### src/rtl/block_luma_mean_pkg.sv
// Shared sizing helpers and the zone result record for block_luma_mean.
// The zmax field exists only when BLOCK_MAX_EN is defined.
package blm_pkg;

    function automatic int acc_w(input int blk_w_log2, input int blk_h_log2);
        return 8 + blk_w_log2 + blk_h_log2;
    endfunction

    function automatic int zone_cols(input int img_w, input int blk_w_log2);
        return img_w >> blk_w_log2;
    endfunction

    function automatic int zone_rows(input int img_h, input int blk_h_log2);
        return img_h >> blk_h_log2;
    endfunction

    function automatic int shift_amt(input int blk_w_log2, input int blk_h_log2);
        return blk_w_log2 + blk_h_log2;
    endfunction

    typedef struct packed {
        logic       valid;
        logic [7:0] data;
        logic [7:0] col;
        logic [7:0] row;
        logic       done;
`ifdef BLOCK_MAX_EN
        logic [7:0] zmax;
`endif
    } zone_result_t;

endpackage

### src/rtl/block_luma_mean_if.sv
// Pixel-in / gamma-ROM / zone-result bundle. The mean_max member exists only
// when BLOCK_MAX_EN is defined. No handshake: pixels stream one per clock under
// pix_de, and mean_valid is a one-cycle strobe with no back-pressure.
interface block_luma_mean_if;
    logic       pix_vs;
    logic       pix_de;
    logic [7:0] pix_y;
    logic [7:0] gamma_addr;
    logic [7:0] gamma_data;
    logic       mean_valid;
    logic [7:0] mean_data;
    logic [7:0] mean_col;
    logic [7:0] mean_row;
    logic       frame_done;
`ifdef BLOCK_MAX_EN
    logic [7:0] mean_max;
`endif

    modport master (
        output pix_vs, pix_de, pix_y, gamma_data,
        input  gamma_addr, mean_valid, mean_data, mean_col, mean_row, frame_done
`ifdef BLOCK_MAX_EN
        , input mean_max
`endif
    );

    modport slave (
        input  pix_vs, pix_de, pix_y, gamma_data,
        output gamma_addr, mean_valid, mean_data, mean_col, mean_row, frame_done
`ifdef BLOCK_MAX_EN
        , output mean_max
`endif
    );
endinterface

### src/rtl/block_luma_mean_sync_delay.sv
// Delays {vs, de} by DEPTH clocks so the syncs line up with gamma ROM data.
module blm_sync_delay #(
    parameter int DEPTH = 2
) (
    input  logic clk,
    input  logic rst,
    input  logic vs_i,
    input  logic de_i,
    output logic vs_o,
    output logic de_o
);
    logic [1:0] pipe_q [DEPTH];

    always_ff @(posedge clk) begin
        if (rst) begin
            for (int i = 0; i < DEPTH; i++) pipe_q[i] <= '0;
        end else begin
            pipe_q[0] <= {vs_i, de_i};
            for (int i = 1; i < DEPTH; i++) pipe_q[i] <= pipe_q[i-1];
        end
    end

    assign {vs_o, de_o} = pipe_q[DEPTH-1];
endmodule

### src/rtl/block_luma_mean.sv
// Per-zone mean of gamma-corrected luma, one result per BLK_W x BLK_H zone in raster order.
// Define BLOCK_MAX_EN to also report the per-zone maximum on mean_max.
module block_luma_mean
    import blm_pkg::*;
#(
    parameter int IMG_W      = 1024,
    parameter int IMG_H      = 768,
    parameter int BLK_W_LOG2 = 6,
    parameter int BLK_H_LOG2 = 6,
    parameter int ROM_LAT    = 2
) (
    input logic clk,
    input logic rst,
    block_luma_mean_if.slave bus
);
    localparam int ACC_W = acc_w(BLK_W_LOG2, BLK_H_LOG2);
    localparam int COLS  = zone_cols(IMG_W, BLK_W_LOG2);
    localparam int ROWS  = zone_rows(IMG_H, BLK_H_LOG2);
    localparam int SHIFT = shift_amt(BLK_W_LOG2, BLK_H_LOG2);
    localparam int XW    = $clog2(IMG_W + 1);
    localparam int YW    = $clog2(IMG_H + 1);
    localparam int CW    = (COLS > 1) ? $clog2(COLS) : 1;

    logic             d_vs, d_de;
    logic             d_vs_q, d_de_q, active_q;
    logic [XW-1:0]    x_q, x_d;
    logic [YW-1:0]    y_q, y_d;
    logic [ACC_W-1:0] acc_q [COLS];
    logic [ACC_W-1:0] acc_sum;
    logic [CW-1:0]    col_idx;
    logic             vs_rise, de_fall, pix_ok, zone_end, last_zone;
    zone_result_t     res_q, res_d;

    blm_sync_delay #(.DEPTH(ROM_LAT)) u_sync_delay (
        .clk  (clk),
        .rst  (rst),
        .vs_i (bus.pix_vs),
        .de_i (bus.pix_de),
        .vs_o (d_vs),
        .de_o (d_de)
    );

    assign bus.gamma_addr = bus.pix_y;

    // A sync edge landing on an active pixel discards that pixel.
    assign vs_rise   = d_vs & ~d_vs_q;
    assign de_fall   = ~d_de & d_de_q;
    assign pix_ok    = active_q & d_de & ~vs_rise
                       & (x_q < XW'(IMG_W)) & (y_q < YW'(IMG_H));
    assign col_idx   = CW'(x_q >> BLK_W_LOG2);
    assign zone_end  = pix_ok & (&x_q[BLK_W_LOG2-1:0]) & (&y_q[BLK_H_LOG2-1:0]);
    assign last_zone = (int'(col_idx) == COLS - 1) && (int'(y_q >> BLK_H_LOG2) == ROWS - 1);
    assign acc_sum   = acc_q[col_idx] + ACC_W'(bus.gamma_data);

`ifdef BLOCK_MAX_EN
    logic [7:0] max_q [COLS];
    logic [7:0] max_new;
    assign max_new = (bus.gamma_data > max_q[col_idx]) ? bus.gamma_data : max_q[col_idx];
`endif

    always_comb begin
        x_d = x_q;
        y_d = y_q;
        if (vs_rise) begin
            x_d = '0;
            y_d = '0;
        end else if (active_q) begin
            if (d_de) begin
                if (x_q < XW'(IMG_W)) x_d = x_q + 1'b1;
            end else if (de_fall) begin
                x_d = '0;
                if (y_q < YW'(IMG_H)) y_d = y_q + 1'b1;
            end
        end
    end

    always_comb begin
        res_d       = res_q;
        res_d.valid = 1'b0;
        res_d.done  = 1'b0;
        if (zone_end) begin
            res_d.valid = 1'b1;
            res_d.data  = 8'(acc_sum >> SHIFT);
            res_d.col   = 8'(col_idx);
            res_d.row   = 8'(y_q >> BLK_H_LOG2);
            res_d.done  = last_zone;
`ifdef BLOCK_MAX_EN
            res_d.zmax  = max_new;
`endif
        end
    end

    always_ff @(posedge clk) begin
        if (rst) begin
            d_vs_q   <= 1'b0;
            d_de_q   <= 1'b0;
            active_q <= 1'b0;
            x_q      <= '0;
            y_q      <= '0;
            res_q    <= '0;
            for (int c = 0; c < COLS; c++) acc_q[c] <= '0;
        end else begin
            d_vs_q <= d_vs;
            d_de_q <= d_de;
            x_q    <= x_d;
            y_q    <= y_d;
            res_q  <= res_d;
            if (vs_rise) active_q <= 1'b1;
            // The finishing pixel of a zone restarts its column accumulator at zero.
            for (int c = 0; c < COLS; c++) begin
                if (vs_rise) acc_q[c] <= '0;
                else if (pix_ok && col_idx == CW'(c)) acc_q[c] <= zone_end ? '0 : acc_sum;
            end
        end
    end

`ifdef BLOCK_MAX_EN
    always_ff @(posedge clk) begin
        for (int c = 0; c < COLS; c++) begin
            if (rst || vs_rise) max_q[c] <= '0;
            else if (pix_ok && col_idx == CW'(c)) max_q[c] <= zone_end ? 8'h00 : max_new;
        end
    end

    assign bus.mean_max = res_q.zmax;
`endif

    assign bus.mean_valid = res_q.valid;
    assign bus.mean_data  = res_q.data;
    assign bus.mean_col   = res_q.col;
    assign bus.mean_row   = res_q.row;
    assign bus.frame_done = res_q.done;
endmodule

### src/flat_wrapper.sv
// flat-port wrapper written by rule: the top's interface ports become plain ports
module block_luma_mean_flat import blm_pkg::*;
#(
    parameter int IMG_W      = 1024,
    parameter int IMG_H      = 768,
    parameter int BLK_W_LOG2 = 6,
    parameter int BLK_H_LOG2 = 6,
    parameter int ROM_LAT    = 2
)
  (clk, rst, bus_pix_vs, bus_pix_de, bus_pix_y, bus_gamma_data, bus_gamma_addr, bus_mean_valid, bus_mean_data, bus_mean_col, bus_mean_row, bus_frame_done);
  block_luma_mean_if bus_i ();
  input logic clk;
  input logic rst;
  input wire logic [$bits(bus_i.pix_vs)-1:0] bus_pix_vs;
  input wire logic [$bits(bus_i.pix_de)-1:0] bus_pix_de;
  input wire logic [$bits(bus_i.pix_y)-1:0] bus_pix_y;
  input wire logic [$bits(bus_i.gamma_data)-1:0] bus_gamma_data;
  output wire logic [$bits(bus_i.gamma_addr)-1:0] bus_gamma_addr;
  output wire logic [$bits(bus_i.mean_valid)-1:0] bus_mean_valid;
  output wire logic [$bits(bus_i.mean_data)-1:0] bus_mean_data;
  output wire logic [$bits(bus_i.mean_col)-1:0] bus_mean_col;
  output wire logic [$bits(bus_i.mean_row)-1:0] bus_mean_row;
  output wire logic [$bits(bus_i.frame_done)-1:0] bus_frame_done;
  assign bus_i.pix_vs = bus_pix_vs;
  assign bus_i.pix_de = bus_pix_de;
  assign bus_i.pix_y = bus_pix_y;
  assign bus_i.gamma_data = bus_gamma_data;
  assign bus_gamma_addr = bus_i.gamma_addr;
  assign bus_mean_valid = bus_i.mean_valid;
  assign bus_mean_data = bus_i.mean_data;
  assign bus_mean_col = bus_i.mean_col;
  assign bus_mean_row = bus_i.mean_row;
  assign bus_frame_done = bus_i.frame_done;
  block_luma_mean #(.IMG_W(IMG_W), .IMG_H(IMG_H), .BLK_W_LOG2(BLK_W_LOG2), .BLK_H_LOG2(BLK_H_LOG2), .ROM_LAT(ROM_LAT)) u_core (.clk(clk), .rst(rst), .bus(bus_i));
endmodule
### config.mk
export PLATFORM = sky130hd
export DESIGN_NAME = block_luma_mean_flat
export DESIGN_NICKNAME = d
export VERILOG_FILES = /design/src/rtl/block_luma_mean_pkg.sv /design/src/rtl/block_luma_mean_if.sv /design/src/rtl/block_luma_mean_sync_delay.sv /design/src/rtl/block_luma_mean.sv /design/src/flat_wrapper.sv
export SDC_FILE = /design/constraint.sdc
export NUM_CORES = 1
export LEC_CHECK = 0
export BUFFER_PORTS_ARGS = -buffer_cell sky130_fd_sc_hd__buf_2
export CAP_MARGIN = 30
export CORE_MARGIN = 2
export CORE_UTILIZATION = 50
export CTS_BUF_LIST = sky130_fd_sc_hd__clkbuf_4 sky130_fd_sc_hd__clkbuf_8 sky130_fd_sc_hd__clkbuf_16
export DETAILED_ROUTE_END_ITERATION = 10
export GPL_TIMING_DRIVEN = 0
export PLACE_DENSITY_LB_ADDON = 0.3
export SYNTH_ARGS = -nofsm -noshare
export SYNTH_HDL_FRONTEND = slang
export SYNTH_SLANG_ARGS = --single-unit
### constraint.sdc
create_clock -name clk -period 4.7 [get_ports clk]
set_input_delay 0.705 -clock clk [delete_from_list [all_inputs] [get_ports clk]]
set_output_delay 0.705 -clock clk [all_outputs]
set_load 0.1 [all_outputs]
Word level (Yosys, flattened, before mapping)
Memory sizes are Yosys's and may differ from the RTL's. A register that Yosys moved wholly into a read port is not among the register bits.
Cells that the tools add are included.
{"block": "classes", "add_sub_neg": 3, "n_lt_le_gt_ge": 2, "eq_ne": 18, "mux": 111, "bitwise_logic": 46, "reduce_logical": 25}
{"op": "20-bit two-way mux", "n": 33}
{"op": "1-bit two-way mux", "n": 70}
{"op": "4-bit == test, second input constant", "n": 9}
{"op": "1-bit OR", "n": 34}
{"op": "11-bit two-way mux", "n": 3}
{"op": "26-bit two-way mux", "n": 1}
{"op": "20-bit by 8-bit adder with 20-bit output", "n": 1}
{"op": "1-bit logical AND", "n": 17}
{"op": "4-bit by 3-bit == test with 1-bit output, second input constant", "n": 4}
{"op": "6-bit AND reduction", "n": 2}
{"op": "11-bit by 1-bit adder with 11-bit output, second input constant", "n": 1}
{"op": "11-bit < comparator, second input constant", "n": 1}
{"op": "10-bit by 1-bit adder with 10-bit output, second input constant", "n": 1}
{"op": "10-bit < comparator, second input constant", "n": 1}
{"op": "1-bit AND", "n": 8}
{"op": "4-bit by 1-bit == test with 1-bit output, second input constant", "n": 2}
{"op": "4-bit by 2-bit == test with 1-bit output, second input constant", "n": 2}
{"op": "4-bit two-way mux", "n": 2}
{"op": "4-bit zero test", "n": 1}
{"op": "2-bit two-way mux", "n": 2}
{"op": "1-bit inverter", "n": 4}
{"op": "4-bit AND reduction", "n": 1}
{"op": "2-bit OR reduction", "n": 2}
{"op": "3-bit AND reduction", "n": 1}
{"op": "2 further kinds", "n": 2}
{"block": "totals", "register_bits": 42, "mem_bits_rw": 324, "input_bits": 20, "out_inout_bits": 34, "wordCells": 217, "n_memories": 2}
{"name": "u_core.acc_q", "depth": 16, "width": 20, "rd": 1, "rd_clocked_by_memory_dff": 1, "write_ports": 16, "line_no": "block_luma_mean.sv:28", "text": "logic [ACC_W-1:0] acc_q [COLS];"}
{"name": "u_core.u_sync_delay.pipe_q", "depth": 2, "width": 2, "rd": 2, "rd_clocked_by_memory_dff": 0, "write_ports": 2, "line_no": "block_luma_mean_sync_delay.sv:12", "text": "logic [1:0] pipe_q [DEPTH];"}

Logic depth before layout (Yosys ltp)
{"block": "depth", "ltp_word": 12, "mapped_depth": 17, "depth_no_buf": 11}

Cells and area by module
A second synthesis with hierarchy kept.
{"block": "hier_totals", "hier_cells": 1193, "hier_area_um2": 16443.3}
{"module": "block_luma_mean", "instances": 1, "cells_each": 1185, "area_per_inst_um2": 16338.2, "seq_area_each_um2": 10530.1}
{"module": "blm_sync_delay", "instances": 1, "cells_each": 8, "area_per_inst_um2": 105.1, "seq_area_each_um2": 80.1}

Worst setup path after synthesis
No wires, ideal clock.
{"block": "synth_timing", "path_kind": "register to register", "startpoint": "register (tool-made name)", "endpoint": "memory u_core.acc_q[9][17] (netlist bit) (data pin)", "setup_time_ns": 0.261, "t_arrival_ns": 4.708, "t_required_ns": 4.439, "slack_ns": -0.269, "path_stages_with_launch": 17, "n_path_buf": 6, "period_less_slack_ns": 4.969, "cell_sequence": "dfxtp_1 buf_6 buf_12 buf_12 buf_6 buf_1 mux4_2 mux4_2 ha_1 nand2_1 or3b_2 a21o_1 a211o_2 and4bb_2 xor2_2 buf_4 nor2_1"}
{"element": "end: declaration", "line_no": "block_luma_mean.sv:28"}

==> flow_summary_export.csv <==
group,metric,value,unit
run_status,status,"finished, final reports clean",
placement,placed_area,0.0177,mm^2
pwr,internal-power,5.67,mW
logic_synthesis,synth_cells,1216,
critical_path,regToRegSetupSlack,0.07,ns
pwr,ir_drop,0.274,mV
detailed_routing,vias,10800,
clock_network,clk_path_buf_depth,3,
timing,tightest_slew,1.10,ns
finish,post-route-cell-area,0.0193,mm^2
finish,fin_nets,1360,
finish,num-fill-cells,2516,
detailed_routing,drc,0,
logic_synthesis,avgSynthCellArea,13.6,um^2
clock_network,clock_latency,0.53,ns
global_routing,grt_usage,0.264,
critical_path,startpoint_type,"flip-flop",
pwr,p_leak,6.89,nW
logic_synthesis,ys.flop_type,"edfxtp_1",
timing,maxClockFrequency,0.216,GHz
global_routing,grt_pass1_vias,10600,
timing,min_period,4.63,ns
pwr,switching_share,0.222,
global_routing,antenna_found_initial,0,
clock_network,h-tree-depth,2,
min_path,hp-class,"in2reg",
flow_run,maxCapViolCount,0,
critical_path,cp.arrival,4.89,ns
finish,area_growth,16.9,%
critical_path,crit_required,4.96,ns
placement,gp_congestion,0.902,
detailed_routing,postRouteAntennaNets,0,
detailed_routing,viasPerCell,5.98,
timing,fin_crit_sh,0.986,
logic_synthesis,synth_top_area_frac,0.583,
critical_path,cp_max_fo,10,
placement,place_inst,1720,
placement,hpwl,29900,um
finish,final_cells,1801,
clock_network,cts.clk_slew.worst_paths,0.06,ns
timing,rsz0062_at_grt,"yes",
logic_synthesis,ys_warn_count,0,
logic_synthesis,synth_area_leaders,"edfxtp_1 58%, mux4_2 8.7%, nor2_1 8.4%",
global_routing,grt_use_met1,0.373,
detailed_routing,wire_per_inst,24.6,um
floorplan,die_y,186,um
floorplan,ios,54,
timing,drv_slew,0,
detailed_routing,wl,44300,um
critical_path,crit_type,"reg2reg",
global_routing,busiest_layer,"met2",
floorplan,initial_core_util,0.507,
global_routing,grt_overflow,0,
critical_path,end_kind,"flip-flop",
logic_synthesis,synth_edf_count,320,
clock_network,clockRootBuffer,"clkbuf_16",
pwr,power_density,378,mW/mm^2
detailed_routing,drtIter0Drc,1400,
timing,finalSetupTns,0,ns
floorplan,die_width,186,um
pwr,clockPowerShare,0.416,
logic_synthesis,ys_types,62,
clock_network,cts_tree,"built",
pwr,pwr-share-seq,0.513,
clock_network,cts_made_buffers,38,
finish,final_cell_mix,"370 x nor2_1, 320 x edfxtp_1, 74 x nand2_1",
floorplan,num_rows,66,
pwr,p_sw,1.62,mW
floorplan,coreArea,0.0325,mm^2
floorplan,dieArea,0.0345,mm^2
finish,drive_above_1_share,0.201,
logic_synthesis,ys_ff_latch,370,
timing,maxSlewHeadroom,0.262,
logic_synthesis,yosysSeqAreaShare,0.643,
finish,diodes,0,
placement,io_buffers,37,
clock_network,clock_sinks,370,
global_routing,grt_max_degree,29,
timing,setup_viol,0,
global_routing,grt_first_pass_wirelength,65500,um
finish,mostFrequentLayoutCell,"nor2_1",
timing,hold_viol_final,0,
logic_synthesis,synth_area,0.0165,mm^2
logic_synthesis,async_reset_ff_frac,0,
pwr,power_frac_comb,0.071,
global_routing,grtUsageMet2,0.421,
logic_synthesis,yosysTopAreaCell,"edfxtp_1",
timing,finClkSkew,0.0107,ns
clock_network,holdBufCountCts,0,
detailed_routing,dr.pass1.iters,6,
global_routing,use_met3,0.0501,
## worst max-delay path, stage by stage (launching register included)
cell     delay (ns)
dfxtp_2        0.35
buf_12         0.15
buf_16         0.15
buf_12         0.17
mux4_2         0.55
mux4_2         0.52
ha_1           0.30
a21oi_1        0.10
or3b_2         0.53
a21o_1         0.24
a211o_4        0.42
nor4b_4        0.43
xnor2_4        0.20
buf_6          0.17
nor2_1         0.05
## synth_stat cells, types with 3 or more instances
cell type and instances:
nor2_1 370, edfxtp_1 320, nand2_1 75, mux4_2 64
clkbuf_1 52, dfxtp_1 50, nand3_1 25, buf_4 24
mux4_1 22, a21oi_1 19, nor2b_1 17, xnor2_1 12
xor2_1 12, mux2i_1 11, ha_1 10, buf_1 9
o21ai_0 9, or3_1 8, a221oi_1 7, a22o_1 7
a22oi_1 6, buf_2 6, a211oi_1 5, nand2b_1 5
and2_1 4, and3_1 4, nand4_1 4, a21o_1 3
buf_12 3, buf_6 3, inv_1 3, nand3b_1 3
nor3_1 3, or2_2 3, or3b_2 3
## state kept, by name, indices dropped and copies added (netlist names), named ones only
signal,count
u_core.acc_q,320
u_core.d_vs_q,1
u_core.x_q,11
u_core.bus.mean_row,4
u_core.bus.mean_col,4
u_core.u_sync_delay.pipe_q,4
u_core.bus.mean_valid,1
u_core.bus.frame_done,1
u_core.bus.mean_data,8
u_core.active_q,1
u_core.y_q,10
u_core.d_de_q,1
## stage by stage
stage,setup slack [ns],utilization,total power [mW],hold WS (ns)
CTS,0.0394,0.590,7.30,0.383
global route,-0.0170,0.593,7.49,0.385
detailed placement,-1.59,0.544,4.31,0.436
floorplan,0.0116,-,4.11,0.414
finish,0.0670,0.593,7.30,0.394
global placement,-1.58,0.531,4.24,0.426
## path summary, 6_finish.rpt
path,startpoint,to,cells after the start
min reg2reg,u_core.u_sync_delay.pipe_q[0][0],u_core.u_sync_delay.pipe_q[0][2],1
min,bus_pix_de,u_core.u_sync_delay.pipe_q[0][0],2
max,flip-flop,u_core.acc_q[2][19],14
max reg2reg,flip-flop,u_core.acc_q[2][19],14
## cell type report
class / instances / area, um^2 / area share
Timing Repair Buffer: 72 / 761 / 0.0394
Sequential cell: 370 / 10600 / 0.550
Tap cell: 442 / 553 / 0.0287
Inverter: 3 / 11.3 / 0.000584
Multi-Input combinational cell: 753 / 5490 / 0.285
Clock inverter: 11 / 81.3 / 0.00422
Buffer: 91 / 589 / 0.0306
Clock buffer: 59 / 1190 / 0.0615
## logic make-up (layout without fill, tap and decap cells)
logic type	count (synthesis)	in the layout	share of synthesized area
AND/OR/NAND/NOR	536	536	0.137
flip-flops	370	370	0.643
buffers and inverters	100	236	0.0330
multiplexers	97	97	0.129
AO/OA/AOI/OAI	73	73	0.0311
XOR/XNOR	28	28	0.0174
adder cells (fa/ha/maj)	11	11	0.00880
other	1	8	0.000227
## power groups by stage
| stage | Clock [mW] | Combinational [mW] | Sequential [mW] |
|---|---|---|---|
| 3_3_place_gp | 0 | 0.435 | 3.81 |
| 4_1_cts | 3.05 | 0.507 | 3.74 |
| 6_report | 3.03 | 0.518 | 3.74 |
| 5_1_grt | 3.19 | 0.546 | 3.75 |
| 2_1_floorplan | 0 | 0.309 | 3.80 |
| 3_5_place_dp | 0 | 0.495 | 3.81 |
## repair_timing
item                       CTS  global route
gates resized for setup     30            19
pin swaps                    3             3
gates cloned                 1             0
setup buffers                9             7
setup endpoints to repair  294           114
## metal layers
| metal | part of all wire | wire length (um) |
|---|---|---|
| met2 | 0.47 | 20900 |
| met3 | 0.10 | 4420 |
| met1 | 0.40 | 17700 |
| met5 | 0 | 0 |
| met4 | 0.028 | 1260 |
Note: power is estimated with default switching activity, not from simulation.
